<file path="config.mk">
export PLATFORM = sky130hd
export DESIGN_NAME = vline_motion_ctrl
export DESIGN_NICKNAME = d
export VERILOG_FILES = /design/src/rtl/wildcube_pkg.sv /design/src/rtl/frame_prescaler.sv /design/src/rtl/vline_motion_ctrl.sv
export SDC_FILE = /design/constraint.sdc
export NUM_CORES = 1
export LEC_CHECK = 0
export ABC_CLOCK_PERIOD_IN_PS = 2200
export CAP_MARGIN = 10
export CELL_PAD_IN_SITES_DETAIL_PLACEMENT = 0
export CELL_PAD_IN_SITES_GLOBAL_PLACEMENT = 2
export CORE_MARGIN = 2
export CORE_UTILIZATION = 27
export CTS_CLUSTER_SIZE = 25
export DETAILED_ROUTE_END_ITERATION = 10
export PLACE_DENSITY = 0.79
export SLEW_MARGIN = 20
export SYNTH_ARGS = -nofsm -noshare
export SYNTH_HDL_FRONTEND = slang
export SYNTH_HIERARCHICAL = 1
export SYNTH_SLANG_ARGS = --single-unit
</file>
<file path="constraint.sdc">
create_clock -name clk -period 2.2 [get_ports clk]
set_input_delay 0.33 -clock clk [delete_from_list [all_inputs] [get_ports clk]]
set_output_delay 0.33 -clock clk [all_outputs]
set_load 0.02 [all_outputs]
</file>
<file path="src/rtl/wildcube_pkg.sv">
// Shared definitions for the Wild Cube display path: vertical-line motion
// state encoding and the playfield Y limits used by the coordinate counter.
package wildcube_pkg;

  typedef enum logic [1:0] {
    LOAD    = 2'd0,
    IDLE    = 2'd1,
    MOVE_UP = 2'd2,
    MOVE_DN = 2'd3
  } vmove_state_t;

  // Playfield limits; the coordinate counter raises at_bot / at_top here.
  localparam int unsigned VLINE_Y_MIN = 18;
  localparam int unsigned VLINE_Y_MAX = 487;

  // True while the line is travelling in either direction.
  function automatic logic is_moving(input vmove_state_t s);
    return (s == MOVE_UP) || (s == MOVE_DN);
  endfunction

endpackage

</file>
<file path="src/rtl/frame_prescaler.sv">
// Frame-tick prescaler: counts frame pulses modulo DIV while enabled and
// flags the frame on which the count wraps, i.e. the step-decision frame.
module frame_prescaler #(
  parameter int DIV = 2
) (
  input  logic clk,
  input  logic reset,
  input  logic clr,
  input  logic en,
  input  logic frame,
  output logic step
);

  localparam logic [3:0] LAST = 4'(DIV - 1);

  logic [3:0] r_cnt;

  // Advance on each enabled frame, wrapping to 0 after DIV-1.
  always_ff @(posedge clk) begin
    if (reset || clr) begin
      r_cnt <= 4'd0;
    end else if (en && frame) begin
      r_cnt <= (r_cnt == LAST) ? 4'd0 : r_cnt + 4'd1;
    end
  end

  assign step = en && frame && (r_cnt == LAST);

endmodule

</file>
<file path="src/rtl/vline_motion_ctrl.sv">
// Vertical-line motion controller: paces UP/DW strobes to the frame tick,
// issues LD after reset or on reload, and handles the playfield limits.
// Build option: define VLINE_BOUNCE_EN to reverse direction at a limit
// instead of stopping in IDLE.
module vline_motion_ctrl
  import wildcube_pkg::*;
#(
  parameter int DIV = 2
) (
  input  logic clk,
  input  logic reset,
  input  logic frame,
  input  logic start,
  input  logic stop,
  input  logic dir_sel,
  input  logic reload,
  input  logic at_top,
  input  logic at_bot,
  output logic UP,
  output logic DW,
  output logic LD,
  output logic moving,
  output logic dir,
  output logic limit
);

  vmove_state_t r_state;
  logic         r_up;
  logic         r_dw;
  logic         r_ld;
  logic         r_moving;
  logic         r_dir;
  logic         r_limit;

  logic         w_clr;
  logic         w_en;
  logic         w_step;

  // A fresh start always begins a full DIV-frame step period.
  assign w_clr = (r_state == IDLE) && start && !reload;
  assign w_en  = is_moving(r_state);

  frame_prescaler #(
    .DIV (DIV)
  ) u_prescaler (
    .clk   (clk),
    .reset (reset),
    .clr   (w_clr),
    .en    (w_en),
    .frame (frame),
    .step  (w_step)
  );

  // Motion FSM with registered strobes; strobes default low every cycle.
  always_ff @(posedge clk) begin
    if (reset) begin
      r_state  <= LOAD;
      r_up     <= 1'b0;
      r_dw     <= 1'b0;
      r_ld     <= 1'b0;
      r_moving <= 1'b0;
      r_dir    <= 1'b0;
      r_limit  <= 1'b0;
    end else begin
      r_up    <= 1'b0;
      r_dw    <= 1'b0;
      r_ld    <= 1'b0;
      r_limit <= 1'b0;
      case (r_state)
        LOAD: begin
          r_ld     <= 1'b1;
          r_moving <= 1'b0;
          r_state  <= IDLE;
        end
        IDLE: begin
          if (reload) begin
            r_state <= LOAD;
          end else if (start) begin
            r_state  <= dir_sel ? MOVE_UP : MOVE_DN;
            r_dir    <= dir_sel;
            r_moving <= 1'b1;
          end
        end
        MOVE_UP: begin
          if (stop) begin
            r_state  <= IDLE;
            r_moving <= 1'b0;
          end else if (w_step) begin
            if (!at_top) begin
              r_up <= 1'b1;
            end else begin
              r_limit <= 1'b1;
`ifdef VLINE_BOUNCE_EN
              r_state <= MOVE_DN;
              r_dir   <= 1'b0;
`else
              r_state  <= IDLE;
              r_moving <= 1'b0;
`endif
            end
          end
        end
        MOVE_DN: begin
          if (stop) begin
            r_state  <= IDLE;
            r_moving <= 1'b0;
          end else if (w_step) begin
            if (!at_bot) begin
              r_dw <= 1'b1;
            end else begin
              r_limit <= 1'b1;
`ifdef VLINE_BOUNCE_EN
              r_state <= MOVE_UP;
              r_dir   <= 1'b1;
`else
              r_state  <= IDLE;
              r_moving <= 1'b0;
`endif
            end
          end
        end
        default: begin
          r_state <= LOAD;
        end
      endcase
    end
  end

  assign UP     = r_up;
  assign DW     = r_dw;
  assign LD     = r_ld;
  assign moving = r_moving;
  assign dir    = r_dir;
  assign limit  = r_limit;

endmodule

</file>
* Yosys cells after proc, flatten, opt, wreduce, memory -nomap -nowiden
Index checks and enable logic that the tools add are counted.
Word-level totals: ROM bits 0, RAM bits 0, word-level logic and storage cells 67, memories kept 0, bits in latches 0, register bits after elaboration 12, bits of input ports 9
Cells by class: div/mod/pow operators 0, multiply operators 0, add/sub/neg operators 1, order comparisons 0, muxes and demuxes 30, bitwise logic cells 4, reduce and logical (&&, ||, !) cells 13, shift operators 0, equal/unequal tests 11
Operators by type and width (count):
- $mux 1 | 18
- $mux 2 | 8
- $ne 3x3->1 const B | 3
- $pmux 2 s4 | 1
- $reduce_or 4->1 | 2
- $ne 3x2->1 const B | 2
- $reduce_and 6->1 | 1
- $reduce_and 5->1 | 1
- $add 4x1->4 const B | 1
- $eq 2x2->1 const B | 2
- $eq 4x1->1 const B | 1
- $logic_and 1x1->1 | 4
- $mux 4 | 1
- $ne 2x2->1 const B | 2
- $not 1->1 | 4
- $pmux 1 s4 | 1
- $reduce_and 3->1 | 1
- $eq 2x1->1 const B | 1
- $logic_not 2->1 | 1
- $logic_or 1x1->1 | 2
- $pmux 1 s2 | 1
- $logic_not 1->1 | 1

* Logic depth before layout (Yosys ltp)
Gate-level depths: netlist of the first run.
depth after elaboration 7, gate-level depth with buffers 6, mapped depth without buffers 5

* Cells and area by module
Netlist of the first run, hierarchy kept.
By module, submodules not included:
- vline_motion_ctrl | area each 335.3 µm², cells each 35, seq. area each 160.2 µm², times used 1
- frame_prescaler | area each 182.7 µm², cells each 21, seq. area each 80.1 µm², times used 1

* Least setup slack after synthesis of the first run
No wires, ideal clock.
path type register to register, start point register r_state[1], end point register r_state[0], buffers on the path 1, arrival time 1307 ps, cell stages (with the launch flop) 6, period minus slack after synthesis 1398 ps, slack 802 ps, path through dfxtp_1 > buf_2 > nand3_1 > nor4_1 > a2111oi_0 > a311oi_1
Between the ends: cells in the longest elaborated chain, start to end 6, elaborated cells between the ends (all ways) 14, classes of those cells eq/ne (8); mux (1); reduce/logical (5)
Ends and longest elaborated chain:
- from (decl) | line vline_motion_ctrl.sv:27 | vmove_state_t r_state;
- from (signal assigned) | line vline_motion_ctrl.sv:79 | r_state <= dir_sel ? MOVE_UP : MOVE_DN;
- $eq 2x2->1 | line wildcube_pkg.sv:18 | return (s == MOVE_UP) || (s == MOVE_DN);
- $logic_or 1x1->1 * | line wildcube_pkg.sv:18
- named net w_en | line vline_motion_ctrl.sv:36 | logic w_en;
- $logic_and 1x1->1 * (2 in a row) | line frame_prescaler.sv:27 | assign step = en && frame && (r_cnt == LAST);
- named net w_step | line vline_motion_ctrl.sv:37 | logic w_step;
- $ne 3x2->1 (no line)
- $reduce_and 5->1 (no line) *
Mark *: on every way through the listed nets, which the timed path passes. The rest lies on a longest branch. A chain may end at the register's enable or synchronous reset.

* Final worst setup path of the first run
start point input frame, end point register r_state[0]
Between the ends: cells in the longest elaborated chain, start to end 4, elaborated cells between the ends (all ways) 5, classes of those cells eq/ne (2); reduce/logical (3)
Ends and longest elaborated chain:
- from (decl) | line vline_motion_ctrl.sv:12 | input logic frame,
- $logic_and 1x1->1 * (2 in a row) | line frame_prescaler.sv:27
- named net w_step | line vline_motion_ctrl.sv:37
- $ne 3x2->1 (no line)
- $reduce_and 5->1 (no line) *
Marks and branches as above.

==> results.json, run 1 <==
{
  "syn_inst": 56,
  "power_frac_clock_pct": 32.4,
  "reg2reg_to": "r_state[0]",
  "netlist_area_sq_um": 518,
  "wl_per_cell_um": 10.7,
  "cts.sinks": 12,
  "synth_area_leaders": "dfxtp_1 (46%), a21oi_1 (3.9%), nor3_1 (3.9%)",
  "required_ns": 2.38,
  "hpwlAfterDp_um": 771,
  "sw_frac_of_total_pct": 23.6,
  "start_util_pct": 29.4,
  "ctsHoldBuffers": 0,
  "yosysTopAreaCell": "dfxtp_1",
  "tns_ns": 0,
  "synth.avg_cell_area_sq_um": 9.25,
  "numCtsBuffers": 3,
  "yosys_most_used_dff": "dfxtp_1",
  "synth_edf_count": 0,
  "syn-num-nets": 65,
  "ctsResizeCount": 0,
  "power_frac_comb_pct": 11.5,
  "r2r_slack_ns": 0.53,
  "maxSlewViolCount": 0,
  "cp.arrival_ns": 1.87,
  "synth_most_common_cell": "dfxtp_1",
  "synth_top_area_share_pct": 46.4,
  "drt_first_pass_iters": 4,
  "postCtsSetupRepairBufs": 0,
  "drt-initial-drc-count": 5,
  "dpl_worst_slack_ns": 0.263,
  "r2r-start": "r_state[1]",
  "hold_depth": 2,
  "synthTopCellsByCount": "dfxtp_1 (12), a21oi_1 (4), nand2_1 (4), nor3_1 (4)",
  "post_drt_via_cell_ratio": 4.67,
  "nets": 82,
  "rows": 15,
  "synthDistinctLibCells": 27,
  "finish.utilization_pct": 39.6,
  "yosys_warnings": 6,
  "drtAntennaViolNets": 0,
  "grt_use_total_pct": 11.1,
  "post-route-drc-count": 0,
  "ir_worst_vdd_uv": 433,
  "grt_setup_unrepaired": "no",
  "crit_path_start_kind": "input pin",
  "gp_congestion": 0.688,
  "crit_family": "simple AND/OR/NAND/NOR gates",
  "cp-end-kind": "flop",
  "worstPathCellList": "clkdlybuf4s50_1, nand3_1, nor4_1, a2111oi_0, a311oi_1",
  "crit_type": "in2reg",
  "cap_viol_max_count": 0,
  "seq_area_frac_synth_pct": 46.4,
  "stdcell_area_sq_um": 699,
  "slowest_stage": "clkdlybuf4s50_1",
  "worstHoldEndpoint": "dir",
  "dpl-instance-area_sq_um": 677,
  "clkSlewWorstSetupHoldPaths_ns": 0.07,
  "finalHoldViolCount": 0,
  "skew_ns": 0.00415,
  "cts_tree": "yes",
  "grt_pass1_vias": 388,
  "core_sq_mm": 0.00176,
  "critPathMaxStageDelay_ns": 0.51,
  "power.net_switching_mw": 0.0968,
  "drt_wl_total_um": 1030,
  "worst_pin_slew_ns": 0.533,
  "antenna_found_initial": 0,
  "worstHoldStart": "dir",
  "grt.overflow.total": 0,
  "cts_root_buf": "clkbuf_4",
  "crit_fanout": 3,
  "reg2regPathDepth": 4,
  "h-tree-depth": 1,
  "ios": 15,
  "relSlewSlack_pct": 64.2,
  "grt_start_max_net_pins": 11,
  "worst-path-buf-inv": 1,
  "fmax_ghz": 0.594,
  "async_flop_share_pct": 0,
  "status": "complete, no violations",
  "min_period_ns": 1.68,
  "post-route-period-util_pct": 76.5,
  "power_density_mw_per_mm2": 587,
  "hp-class": "reg2reg",
  "die_h_um": 47.8,
  "grt_first_pass_wirelength_um": 1640,
  "clock_latency_ns": 0.27,
  "p_leak_nw": 0.231,
  "area_growth_pct": 35.0,
  "ys_ff_latch": 12,
  "finalWorstSetupSlack_ns": 0.517,
  "portBuffers": 14,
  "cts_buffer_depth": 2,
  "die_w_um": 47.8,
  "drive_gt1_share_pct": 9.86,
  "pwr-share-seq_pct": 56.1,
  "setup_viol": 0,
  "p_int_mw": 0.313,
  "finalPower_mw": 0.410,
  "antenna_cells": 0,
  "num_vias": 448,
  "design.die.area_sq_mm": 0.00228
}
==> layout by cell type (no fill, tap or decap), types with 2 or more instances in the layout <==
cell	instances
clkdlybuf4s50_1	14
dfxtp_1	12
nand2_1	4
a21oi_1	4
nor3_1	4
inv_1	3
nand3_1	3
nor2_1	3
clkbuf_4	3
o21ai_0	2
or3_1	2
a21boi_1	2
==> per-layer routing <==
layer	share of wire (%)	global-route usage (%)	vias to the layer above
met5	0	0	-
met4	2.6	8.11	0
met3	3.9	4.53	4
met2	46	16.8	10
met1	47	12.5	203
li1	-	-	231
==> layout make-up <==
class / count / area [sq um]
Clock buffer: 3 / 22.5
Fill cell: 205 / 1060
Inverter: 3 / 11.3
Multi-Input combinational cell: 39 / 254
Sequential cell: 12 / 240
Tap cell: 25 / 31.3
Timing Repair Buffer: 14 / 140
==> flip-flops by register name (all words and copies together) (netlist names) <==
signal	count
DW	1
u_prescaler/r_cnt	4
LD	1
limit	1
r_state	2
moving	1
dir	1
UP	1
==> stage by stage <==
stage          instances  hold slack, ns
6_report              96           0.500
5_1_grt               96           0.532
4_1_cts               96           0.505
3_5_place_dp          93           0.492
3_3_place_gp          93           0.478
2_1_floorplan         56           0.399
==> power groups by stage <==
stage	clock [mW]	combinational, mW	sequential [mW]
5_1_grt	0.152	0.0521	0.232
3_5_place_dp	0	0.0475	0.235
2_1_floorplan	0	0.0233	0.234
6_report	0.133	0.0470	0.230
3_3_place_gp	0	0.0479	0.236
4_1_cts	0.139	0.0478	0.230
==> worst max-delay path by stage <==
stage	start	end	cells past startpoint
2_1_floorplan	r_state[1]	r_state[0]	5
3_3_place_gp	frame	r_state[0]	5
3_5_place_dp	frame	r_state[0]	5
4_1_cts	frame	r_state[0]	5
5_1_grt	r_state[1]	r_state[0]	4
6_report	frame	r_state[0]	5
==> worst min-delay path: cells and delay by family (launching register included) <==
family           cells  cell delay [ns]
AND/OR/NAND/NOR      1             0.08
flip-flops           1             0.33
multiplexers         1             0.06
==> cells by family after synthesis <==
family | synth area share (%)
AO/OA/AOI/OAI | 13.5
multiplexers | 1.93
buffers and inverters | 4.59
flip-flops | 46.4
XOR/XNOR | 3.38
AND/OR/NAND/NOR | 30.2
(Power assumes the default switching activity.)
==> run 2: changes to the inputs <==
--- a/config.mk
+++ b/config.mk
@@ -5,15 +5,15 @@
 export SDC_FILE = /design/constraint.sdc
 export NUM_CORES = 1
 export LEC_CHECK = 0
-export ABC_CLOCK_PERIOD_IN_PS = 2200
+export ABC_CLOCK_PERIOD_IN_PS = 1580
 export CAP_MARGIN = 10
 export CELL_PAD_IN_SITES_DETAIL_PLACEMENT = 0
 export CELL_PAD_IN_SITES_GLOBAL_PLACEMENT = 2
 export CORE_MARGIN = 2
-export CORE_UTILIZATION = 27
+export CORE_UTILIZATION = 25
 export CTS_CLUSTER_SIZE = 25
 export DETAILED_ROUTE_END_ITERATION = 10
-export PLACE_DENSITY = 0.79
+export PLACE_DENSITY = 0.74
 export SLEW_MARGIN = 20
 export SYNTH_ARGS = -nofsm -noshare
 export SYNTH_HDL_FRONTEND = slang
==> constraint.sdc (replaced) <==
create_clock -name clk -period 1.58 [get_ports clk]
set_input_delay 0.237 -clock clk [delete_from_list [all_inputs] [get_ports clk]]
set_output_delay 0.237 -clock clk [all_outputs]
set_load 0.02 [all_outputs]
==> results.json, run 2 (synthesis gave the netlist of run 1 again) <==
{
  "rows": 16,
  "die_h_um": 49.5,
  "grt_setup_unrepaired": "no",
  "die_w_um": 49.5,
  "wl_per_cell_um": 10.0,
  "top_register": "u_prescaler/r_cnt",
  "start_util_pct": 26.4,
  "relSlewSlack_pct": 75.9,
  "grt_pass1_vias": 457,
  "crit_fanout": 2,
  "skew_ns": 0.00178,
  "setup_viol": 0,
  "dpl-instance-area_sq_um": 724,
  "ctsResizeCount": 0,
  "grt_use_total_pct": 10.6,
  "status": "complete, no violations",
  "drt_first_pass_iters": 4,
  "hpwlAfterDp_um": 787,
  "ir_worst_vdd_uv": 247,
  "design.die.area_sq_mm": 0.00245,
  "r2r-start": "u_prescaler/r_cnt[0]",
  "finalWorstSetupSlack_ns": 0.114,
  "crit_path_start_kind": "flop",
  "post-route-drc-count": 0,
  "drtAntennaViolNets": 0,
  "grt.overflow.total": 0,
  "hp-class": "reg2reg",
  "cts.sinks": 12,
  "finalHoldViolCount": 0,
  "nets": 88,
  "drive_gt1_share_pct": 16.9,
  "reg2regPathDepth": 5,
  "reg2reg_to": "r_state[0]",
  "top_regs": "u_prescaler/r_cnt x4, r_state x2",
  "core_sq_mm": 0.00196,
  "post_drt_via_cell_ratio": 4.53,
  "power_density_mw_per_mm2": 772,
  "drt_wl_total_um": 1040,
  "cp-end-kind": "output pin",
  "num_vias": 471,
  "hold_depth": 2,
  "cp.arrival_ns": 1.23,
  "worstHoldStart": "u_prescaler/r_cnt[1]",
  "post-route-period-util_pct": 92.8,
  "final_cell_mix": "clkdlybuf4s50_1 (14), dfxtp_1 (12), buf_4 (6)",
  "grt_start_max_net_pins": 10,
  "worstHoldEndpoint": "u_prescaler/r_cnt[1]",
  "ctsHoldBuffers": 0,
  "gp_congestion": 0.738,
  "cts_buffer_depth": 2,
  "h-tree-depth": 1,
  "largest_register_ff_count": 4,
  "cts_root_buf": "clkbuf_4",
  "fmax_ghz": 0.682,
  "maxSlewViolCount": 0,
  "numCtsBuffers": 3,
  "critPathMaxStageDelay_ns": 0.61,
  "cap_viol_max_count": 0,
  "clkSlewWorstSetupHoldPaths_ns": 0.07,
  "stdcell_area_sq_um": 747,
  "clock_latency_ns": 0.27,
  "antenna_cells": 0,
  "drt-initial-drc-count": 2,
  "postCtsSetupRepairBufs": 0,
  "min_period_ns": 1.47,
  "worst_pin_slew_ns": 0.353,
  "crit_family": "buffers and inverters",
  "final_common_cell": "clkdlybuf4s50_1",
  "slowest_stage": "clkdlybuf4s50_1",
  "area_growth_pct": 44.2,
  "ios": 15,
  "crit_type": "reg2out",
  "dp_cells": 101,
  "cts_tree": "yes",
  "portBuffers": 14,
  "worst-path-buf-inv": 1,
  "p_leak_nw": 0.261,
  "dpl_worst_slack_ns": -0.0135,
  "grt_first_pass_wirelength_um": 1920,
  "fin_cells": 104,
  "required_ns": 1.34,
  "r2r_slack_ns": 0.32,
  "worstPathCellList": "clkdlybuf4s50_1",
  "antenna_found_initial": 0
}
-- run 2: cell types whose count changed in the layout (fill, tap and decap cells not counted), sizes merged --
cell	delta
buf	+6
-- run 2: layer usage --
| layer | GRT usage, % | part of all wire (%) | vias up |
|---|---|---|---|
| met5 | 0 | 0 | - |
| met4 | 11.1 | 4.0 | 0 |
| met3 | 2.12 | 4.4 | 4 |
| met2 | 14.2 | 42 | 13 |
| met1 | 13.6 | 50 | 210 |
| li1 | - | - | 244 |
-- run 2: worst max path at each step --
stage	start	end	slack (ns)	cells after the start
floorplan	r_state[1]	r_state[0]	0.18	5
global placement	frame	r_state[0]	-0.03	6
detailed placement	frame	r_state[0]	-0.01	6
CTS	moving	moving	0.09	1
global route	moving	moving	0.07	1
finish	moving	moving	0.11	1
-- run 2: tightest hold or removal path, cell delays in order (launching register included) --
cell and delay [ns]:
dfxtp_1 0.34, nand2_1 0.06, a21boi_1 0.05
-- run 2: cell type report --
type | count | area (sq um)
clock buffer | 3 | 22.5
fill | 224 | 1210
inverter | 3 | 11.3
multi-input combinational | 39 | 254
sequential | 12 | 240
tap | 27 | 33.8
timing repair buffer | 20 | 185
-- run 2: report_power, final --
group          total [mW]  switching (mW)  internal [mW]
combinational      0.0814          0.0359         0.0455
sequential          0.314         0.00387          0.310
clock               0.181          0.0928         0.0881
total               0.576           0.133          0.444
-- run 2: stage by stage --
step	power [mW]	utilization, %	hold WS (ns)	TNS (ns)
after floorplan	0.358	-	0.306	0
after global placement	0.404	36.9	0.489	-0.0331
after detailed placement	0.403	36.9	0.487	-0.0135
after CTS	0.590	38.1	0.508	0
after global routing	0.610	38.1	0.541	0
final	0.576	38.1	0.500	0
